## src/rtl/cpu_defs_pkg.sv

```systemverilog
// Shared CPU definitions for the fetch stage: reset/exception vectors,
// fetch controller state encoding and small PC helper functions.
package cpu_defs_pkg;

    // Boot PC taken on reset (kseg1 boot ROM).
    localparam logic [31:0] PC_RESET         = 32'hBFC0_0000;

    // Exception vectors (BEV=1 general vector, BEV=0 general vector).
    localparam logic [31:0] EXC_VEC_BEV1     = 32'hBFC0_0380;
    localparam logic [31:0] EXC_VEC_BEV0     = 32'h8000_0180;

    // Fetch controller state: RUN has no pending redirect, WAIT_DS holds a
    // jump target until the delay slot has been accepted by the icache.
    typedef enum logic [0:0] {
        RUN     = 1'b0,
        WAIT_DS = 1'b1
    } fetch_state_e;

    // Word-aligned fetch check on the two low PC bits.
    function automatic logic pc_misaligned(input logic [1:0] pc_lo);
        return (pc_lo != 2'b00);
    endfunction

endpackage

```

## src/rtl/pc_fetch_ctrl_if.sv

```systemverilog
// Instruction fetch request/address handshake between the fetch stage
// (master) and the instruction cache (slave).
interface pc_fetch_ctrl_if #(
    parameter int ADDR_W = 32
);
    logic              inst_req;
    logic [ADDR_W-1:0] inst_addr;
    logic              inst_addr_ok;

    modport master (
        output inst_req,
        output inst_addr,
        input  inst_addr_ok
    );

    modport slave (
        input  inst_req,
        input  inst_addr,
        output inst_addr_ok
    );
endinterface

```

## src/rtl/pc_redirect_buf.sv

```systemverilog
// Single-entry buffer holding a jump target while the delay slot fetch is
// still waiting for the icache. Clear and consume both empty the entry;
// a set is only taken while empty so a latched target is never overwritten.
module pc_redirect_buf #(
    parameter int ADDR_W = 32
) (
    input  logic              clk,
    input  logic              rst,
    input  logic              set,
    input  logic [ADDR_W-1:0] set_target,
    input  logic              clear,
    input  logic              consume,
    output logic              valid,
    output logic [ADDR_W-1:0] target
);

    // Pending entry: reset/clear/consume empty it, set fills it when empty.
    always_ff @(posedge clk) begin
        if (rst) begin
            valid  <= 1'b0;
            target <= '0;
        end else if (clear || consume) begin
            valid  <= 1'b0;
        end else if (set && !valid) begin
            valid  <= 1'b1;
            target <= set_target;
        end
    end

endmodule

```

## src/rtl/pc_fetch_ctrl.sv

```systemverilog
// Fetch-stage PC generator. Resolves exception, branch and jump redirects
// (honouring the MIPS delay slot), holds a jump target across icache stalls,
// drives the fetch request and produces PC / PC+4 for the IF/ID register.
module pc_fetch_ctrl #(
    parameter logic [31:0] RESET_PC = cpu_defs_pkg::PC_RESET,
    parameter int          ADDR_W   = 32
) (
    input  logic                   clk,
    input  logic                   rst,
    input  logic                   stall_f,
    input  logic                   jump_d,
    input  logic [ADDR_W-1:0]      pc_jump_d,
    input  logic                   branch_e,
    input  logic [ADDR_W-1:0]      pc_branch_e,
    input  logic                   except_m,
    input  logic [ADDR_W-1:0]      pc_except_m,
    pc_fetch_ctrl_if.master        ibus,
    output logic [ADDR_W-1:0]      pc_f,
    output logic [ADDR_W-1:0]      pc_plus4_f,
    output logic                   adel_f,
    output logic                   redirect_pend
);
    import cpu_defs_pkg::*;

    localparam logic [0:0] ST_RUN     = RUN;
    localparam logic [0:0] ST_WAIT_DS = WAIT_DS;

    logic              accept;
    logic              pend_valid;
    logic [ADDR_W-1:0] pend_target;
    logic [0:0]        state;
    logic [ADDR_W-1:0] pc_next;
    logic              pend_set;
    logic              pend_clear;
    logic              pend_consume;

    // Fetch request, address error and icache handshake decode.
    always_comb begin
        adel_f        = pc_misaligned(pc_f[1:0]);
        ibus.inst_req = ~rst & ~stall_f & ~adel_f;
        ibus.inst_addr = pc_f;
        accept        = ibus.inst_req & ibus.inst_addr_ok;
        pc_plus4_f    = pc_f + ADDR_W'(4);
        state         = pend_valid ? ST_WAIT_DS : ST_RUN;
        redirect_pend = pend_valid;
    end

    // Next-PC selection: exception, then branch, then pending/new jump,
    // then sequential advance on an accepted fetch.
    always_comb begin
        pc_next      = pc_f;
        pend_set     = 1'b0;
        pend_clear   = 1'b0;
        pend_consume = 1'b0;
        if (except_m) begin
            pc_next    = pc_except_m;
            pend_clear = 1'b1;
        end else if (branch_e) begin
            // The delay slot is already in decode, so redirect immediately.
            pc_next    = pc_branch_e;
            pend_clear = 1'b1;
        end else begin
            case (state)
                ST_WAIT_DS: begin
                    if (accept) begin
                        pc_next      = pend_target;
                        pend_consume = 1'b1;
                    end
                end
                default: begin
                    if (jump_d) begin
                        // The word at pc_f is the delay slot: jump only once
                        // it has been handed to the icache, else park the target.
                        if (accept) begin
                            pc_next = pc_jump_d;
                        end else begin
                            pend_set = 1'b1;
                        end
                    end else if (accept) begin
                        pc_next = pc_plus4_f;
                    end
                end
            endcase
        end
    end

    // PC register.
    always_ff @(posedge clk) begin
        if (rst) begin
            pc_f <= RESET_PC[ADDR_W-1:0];
        end else begin
            pc_f <= pc_next;
        end
    end

    pc_redirect_buf #(
        .ADDR_W (ADDR_W)
    ) u_redirect_buf (
        .clk        (clk),
        .rst        (rst),
        .set        (pend_set),
        .set_target (pc_jump_d),
        .clear      (pend_clear),
        .consume    (pend_consume),
        .valid      (pend_valid),
        .target     (pend_target)
    );

    // A jump inside a delay slot is illegal; the latched target is kept.
    jump_in_delay_slot_a: assert property (
        @(posedge clk) disable iff (rst)
        !(jump_d && pend_valid && !except_m && !branch_e)
    );

endmodule

```

## src/flat_wrapper.sv

```systemverilog
// flat-port wrapper written by rule: the top's interface ports become plain ports
module pc_fetch_ctrl_flat import cpu_defs_pkg::*;
#(
    parameter logic [31:0] RESET_PC = cpu_defs_pkg::PC_RESET,
    parameter int          ADDR_W   = 32
)
  (clk, rst, stall_f, jump_d, pc_jump_d, branch_e, pc_branch_e, except_m, pc_except_m, pc_f, pc_plus4_f, adel_f, redirect_pend, ibus_inst_req, ibus_inst_addr, ibus_inst_addr_ok);
  pc_fetch_ctrl_if #(.ADDR_W(ADDR_W)) ibus_i ();
  input  logic clk;
  input  logic rst;
  input  logic stall_f;
  input  logic jump_d;
  input  logic [ADDR_W-1:0] pc_jump_d;
  input  logic branch_e;
  input  logic [ADDR_W-1:0] pc_branch_e;
  input  logic except_m;
  input  logic [ADDR_W-1:0] pc_except_m;
  output logic [ADDR_W-1:0] pc_f;
  output logic [ADDR_W-1:0] pc_plus4_f;
  output logic adel_f;
  output logic redirect_pend;
  output wire logic [$bits(ibus_i.inst_req)-1:0] ibus_inst_req;
  output wire logic [$bits(ibus_i.inst_addr)-1:0] ibus_inst_addr;
  input wire logic [$bits(ibus_i.inst_addr_ok)-1:0] ibus_inst_addr_ok;
  assign ibus_inst_req = ibus_i.inst_req;
  assign ibus_inst_addr = ibus_i.inst_addr;
  assign ibus_i.inst_addr_ok = ibus_inst_addr_ok;
  pc_fetch_ctrl #(.RESET_PC(RESET_PC), .ADDR_W(ADDR_W)) u_core (.clk(clk), .rst(rst), .stall_f(stall_f), .jump_d(jump_d), .pc_jump_d(pc_jump_d), .branch_e(branch_e), .pc_branch_e(pc_branch_e), .except_m(except_m), .pc_except_m(pc_except_m), .ibus(ibus_i), .pc_f(pc_f), .pc_plus4_f(pc_plus4_f), .adel_f(adel_f), .redirect_pend(redirect_pend));
endmodule
```

## config.mk

```make
export PLATFORM = sky130hd
export DESIGN_NAME = pc_fetch_ctrl_flat
export DESIGN_NICKNAME = d
export VERILOG_FILES = /design/src/rtl/cpu_defs_pkg.sv /design/src/rtl/pc_fetch_ctrl_if.sv /design/src/rtl/pc_redirect_buf.sv /design/src/rtl/pc_fetch_ctrl.sv /design/src/flat_wrapper.sv
export SDC_FILE = /design/constraint.sdc
export NUM_CORES = 1
export LEC_CHECK = 0
export ABC_AREA = 1
export CAP_MARGIN = 20
export CORE_MARGIN = 5
export CORE_UTILIZATION = 30
export DETAILED_ROUTE_END_ITERATION = 6
export GPL_ROUTABILITY_DRIVEN = 0
export PLACE_DENSITY_LB_ADDON = 0.1
export SYNTH_ARGS = -nofsm -noshare
export SYNTH_HDL_FRONTEND = slang
export SYNTH_HIERARCHICAL = 1
export SYNTH_SLANG_ARGS = --single-unit
```

## constraint.sdc

```tcl
create_clock -name clk -period 1.8 [get_ports clk]
set_input_delay 0.36 -clock clk [delete_from_list [all_inputs] [get_ports clk]]
set_output_delay 0.36 -clock clk [all_outputs]
set_load 0.01 [all_outputs]
```

; ---- Yosys cells after proc, flatten, opt, wreduce, memory -nomap -nowiden
; Index checks and enable logic that the tools add are counted.
[word_totals]
ff_bits = 65
latch_bits = 0
ramBits = 0
mem_bits_ro = 0
input_bits = 103
out_inout_bits = 99
elab_cells = 37
n_memories = 0
[classes]
n_addsub = 1
mul = 0
n_div = 0
order_cmp = 0
n_eq_ne = 0
shifts = 0
mux = 19
bitwise_logic = 7
n_reduce_logical = 7
[op_table]
columns = operator, count
row1 = 32-bit 2-to-1 mux, 7
row2 = "32-bit by 3-bit adder with 32-bit output, second input constant", 1
row3 = 1-bit 2-to-1 mux, 12
row4 = 1-bit NOT, 4
row5 = 1-bit AND, 3
row6 = 3-bit nonzero test, 1
row7 = 2-bit AND reduction, 1
row8 = 2-bit nonzero test, 1
row9 = 2-bit OR reduction, 1
row10 = 1-bit logical AND, 1
row11 = 1-bit zero test, 1
row12 = 1-bit logical OR, 1

; ---- Logic depth before layout (Yosys ltp)
[depth]
word_depth = 11
ltp_mapped = 12
mapped_depth_nobuf = 12

; ---- Hierarchy
; Netlist, hierarchy kept.
[modules_own_cells]
columns = module, n_inst, cells_each, area_per_inst_um2, seq_area_each_um2
row1 = pc_fetch_ctrl, 1, 534, 3339.5, 640.6
row2 = pc_redirect_buf, 1, 214, 1530.2, 660.6

; ---- Worst setup path after synthesis
; OpenSTA, ideal clock, no wires.
[synth_path]
path_type = register to output
start = register u_core.pc_f[2] (netlist: u_core/ibus.inst_addr[2])
end = output pc_plus4_f[18]
t_arrival_ns = 1.387
required_time_ns = 1.440
path_slack_ns = 0.053
path_stages_with_launch = 8
n_path_buf = 0
path_cell_list = dfxtp_1 -> ha_1 -> nand2_1 -> nor2_4 -> nand2_4 -> nor2_4 -> xnor2_1 -> inv_1
[synth_via]
elab_chain_len = 1
[synth_rtl]
columns = element, line
row1 = from (decl), pc_fetch_ctrl.sv:18  ; output logic [ADDR_W-1:0] pc_f,
row2 = from (signal assigned), pc_fetch_ctrl.sv:90  ; pc_f <= RESET_PC[ADDR_W-1:0];
row3 = from (signal assigned), pc_fetch_ctrl.sv:92  ; pc_f <= pc_next;
row4 = 32-bit by 3-bit adder with 32-bit output, pc_fetch_ctrl.sv:43  ; pc_plus4_f = pc_f + ADDR_W'(4);
row5 = to (decl), flat_wrapper.sv:19  ; output logic [ADDR_W-1:0] pc_plus4_f;
; Every way passes these cells.

; ---- Worst setup path after layout
[layout_path]
start = register u_core.pc_f[2] (netlist: u_core/ibus.inst_addr[2])
end = register u_core.pc_f[20] (netlist: u_core/ibus.inst_addr[20])
[layout_via]
elab_chain_len = 6
[layout_rtl]
columns = element, line
row1 = 32-bit by 3-bit adder with 32-bit output, pc_fetch_ctrl.sv:43
row2 = 32-bit 2-to-1 mux, pc_fetch_ctrl.sv:79  ; end else if (accept) begin
row3 = 32-bit 2-to-1 mux, pc_fetch_ctrl.sv:71  ; if (jump_d) begin
row4 = 32-bit 2-to-1 mux, pc_fetch_ctrl.sv:63  ; case (state)
row5 = 32-bit 2-to-1 mux, pc_fetch_ctrl.sv:58  ; end else if (branch_e) begin
row6 = 32-bit 2-to-1 mux, pc_fetch_ctrl.sv:55  ; if (except_m) begin
; Every way passes these cells. The select of a mux whose other input is x is not followed.
; A chain may end at the register's enable or synchronous reset.

==> out/metrics.cfg <==
[timing]
fin_tns_setup_ns=-4.56
slew_headroom=0.735
fin_crit_ns=2.07
fin_crit_sh=1.15
slew_violations=0
setup_ws_ns=-0.270
final-setup-viol-count=27
tightestPinTransition_ns=0.398
rsz0062_at_grt=yes
max_freq_ghz=0.483
finalHoldViolCount=0
fin_skew_ns=0.00633

[floorplanning]
fp.dieArea_um2=18900
die_h_um=137
die_width_um=137
start_util=0.307
io_pins=202
coreArea_um2=15900
rows=46

[layout]
drive_gt1_frac=0.364
syn_to_final_growth_pct=87.1
num-nets-final=1152
fin_util=0.573
fillCellCount=1522
seqCellArea_um2=1380
n_antenna_cell=0
multi_input_area_um2=3310

[power]
peakVddDrop_mv=0.555
power_density_nw_per_um2=583
leakage_uw=0.00420

[global_route]
grt_overflow=0
antenna_found_initial=0
grt_pass1_vias=5755
track_usage=0.212
grt_max_degree=36
grt_pass1_wl_mm=30.8

[worst_setup_path]
critPathMaxFanout=4
end_kind=flop
path_buf_inv=9
cpPeakStageDelay_ns=0.36
crit_family=buffers and inverters
crit_top_cell=buf_4
required_ns=2.07
path_cells=ha_4 > buf_4 > buf_6 > buf_4 > nand2_2 > nand2_2 > buf_4 > buf_4 > buf_4 > buf_4 > buf_4 > buf_4 > nand3_2 > nand2_2 > a21oi_2
slowest_stage=dfxtp_4
crit_type=flop to flop
critPathArrivalTime_ns=2.34
start_kind=flop

[run]
drv_cap=0

[place]
io_buffers=201
hpwl_mm=15.6

[synthesis]
synth.area.top_cells=dfxtp_1 (27%), nand2_1 (13%), nor2_1 (7.2%)
ys_seq_elements=65
mappedNetlistArea_um2=4870
syn_inst=748
synth.largest_area_cell=dfxtp_1
synth_ff_type=dfxtp_1
synth_enable_flop_cells=0
yosysUniqueCellTypes=37
synth-seq-area-share=0.267
avgSynthCellArea_um2=6.51
synth_common_cells=nand2_1 (173), nor2_1 (93), inv_1 (71)
synth_top_area_share=0.267
yosysMostFrequentCell=nand2_1
yosys_warnings=6
synth_async_sr_flop_share=0
syn_nets=852

[status]
status=finished, violations left
violations=negative setup slack

[drt]
drc=0
routed_wl_mm=21.7
dr.pass1.iters=7
wl_per_cell_um=17.1
drt_iter0_markers=435
post_drt_via_cell_ratio=4.83
antenna_left=0
vias=6125

[clock_network]
insertion_delay_ns=0.34
htreeDepth=3
cts_made_buffers=9
clockBufferDepth=2
clkTransAtPathRegs_ns=0.06
root_buffer=clkbuf_16
cts_tree=done
cts.sinks=65

[min_path]
min_path_type=flop to flop

## cell type report
cell class	instances	share of cell area
inverters	78	0.0332
well taps	216	0.0297
flip-flops and latches	65	0.151
repair buffers	364	0.388
multi-input cells	530	0.364
clock inverters	4	0.00563
clock buffers	12	0.0282
## power by group
group / internal, µW / switching (µW) / total (µW)
clock network: 1150 / 688 / 1840
logic: 1010 / 841 / 1850
registers: 1520 / 97.7 / 1620
## worst paths after layout
check,slack [ns],end,startpoint,cells after the start
worst max-delay path,-0.27,u_core/ibus.inst_addr[20],u_core/ibus.inst_addr[2],15
worst min-delay path,0.48,u_core/u_redirect_buf/target[30],u_core/u_redirect_buf/target[30],2
worst max register to register,-0.27,u_core/ibus.inst_addr[20],u_core/ibus.inst_addr[2],15
worst min register to register,0.48,u_core/u_redirect_buf/target[30],u_core/u_redirect_buf/target[30],2
## registers in the layout, summed over array words and instances (netlist names)
| signal | flops |
|---|---|
| u_core/ibus.inst_addr | 32 |
| u_core/u_redirect_buf/valid | 1 |
| u_core/u_redirect_buf/target | 32 |
## metrics by stage
| step | instance area, µm² | std cells | power, µW | setup slack, ns | hold WS, ns |
|---|---|---|---|---|---|
| 6_report | 9110 | 1269 | 5310 | -0.270 | 0.484 |
| 5_1_grt | 9110 | 1269 | 5550 | -0.396 | 0.511 |
| 4_1_cts | 8560 | 1247 | 5220 | -0.272 | 0.479 |
| 3_5_place_dp | 7660 | 1206 | 3310 | -0.366 | 0.466 |
| 3_3_place_gp | 7660 | 1206 | 3310 | -0.348 | 0.455 |
| 2_1_floorplan | 4870 | 748 | 2350 | 0.0527 | 0.446 |
## worst reg2reg max path: cells and delay by family, from the launching register on
kind	cells	cell delay (ns)
and+or+nand+nor	4	0.24
adders and majority gates	1	0.18
buffers and inverters	9	1.11
AOI/OAI and AO/OA	1	0.12
DFF	1	0.36
## logic make-up (layout without fill, tap and decap cells)
logic type                 Yosys count  after routing  synth area share
adders and majority gates            1              1           0.00257
buffers and inverters              153            458             0.170
AOI/OAI and AO/OA                  170            170             0.234
and+or+nand+nor                    348            348             0.307
DFF                                 65             65             0.267
xor gates and xnor gates            11             11            0.0198
## layout by cell type, fill, tap and decap left out, drive strengths merged
cell type      synthesis  routed
o221ai                 5       5
clkinvlp               0       1
nand3b                 3       3
xor2                   5       5
buf                   64     184
dlymetal6s2s           0       8
nand2                177     177
a31oi                  5       5
clkinv                 1       2
o21ai                 52      52
o21bai                 1       1
o221a                 23      23
inv                   77      78
dlygate4sd2            0      11
dfxtp                 65      65
xnor2                  6       6
nand4                  2       2
clkbuf                11      19
a21oi                 54      54
o22ai                  2       2
a221oi                18      18
a22oi                  9       9
clkdlybuf4s15          0       1
o211a                  1       1
nor3                   2       2
ha                     1       1
clkdlybuf4s50          0     153
bufinv                 0       1
nand3                 58      58
nor2                 106     106
## what timing repair did
action | 4_1_cts | 5_1_grt
endpoints found under the setup margin | 37 | 69
pin swaps | 50 | 38
buffers inserted | 25 | 16
cloned | 0 | 7
hold buffers | 0 | 0
gates resized for setup | 277 | 84
endpoints found under the hold margin | 0 | 0
## routing by layer
metal / up-vias / part of all wire / global-route usage
li1: 3074 / - / -
met1: 2835 / 0.42 / 0.272
met2: 190 / 0.50 / 0.363
met3: 26 / 0.060 / 0.0467
met4: 0 / 0.016 / 0.0455
met5: - / 0 / 0
Note: power is estimated with default switching activity, not from simulation.
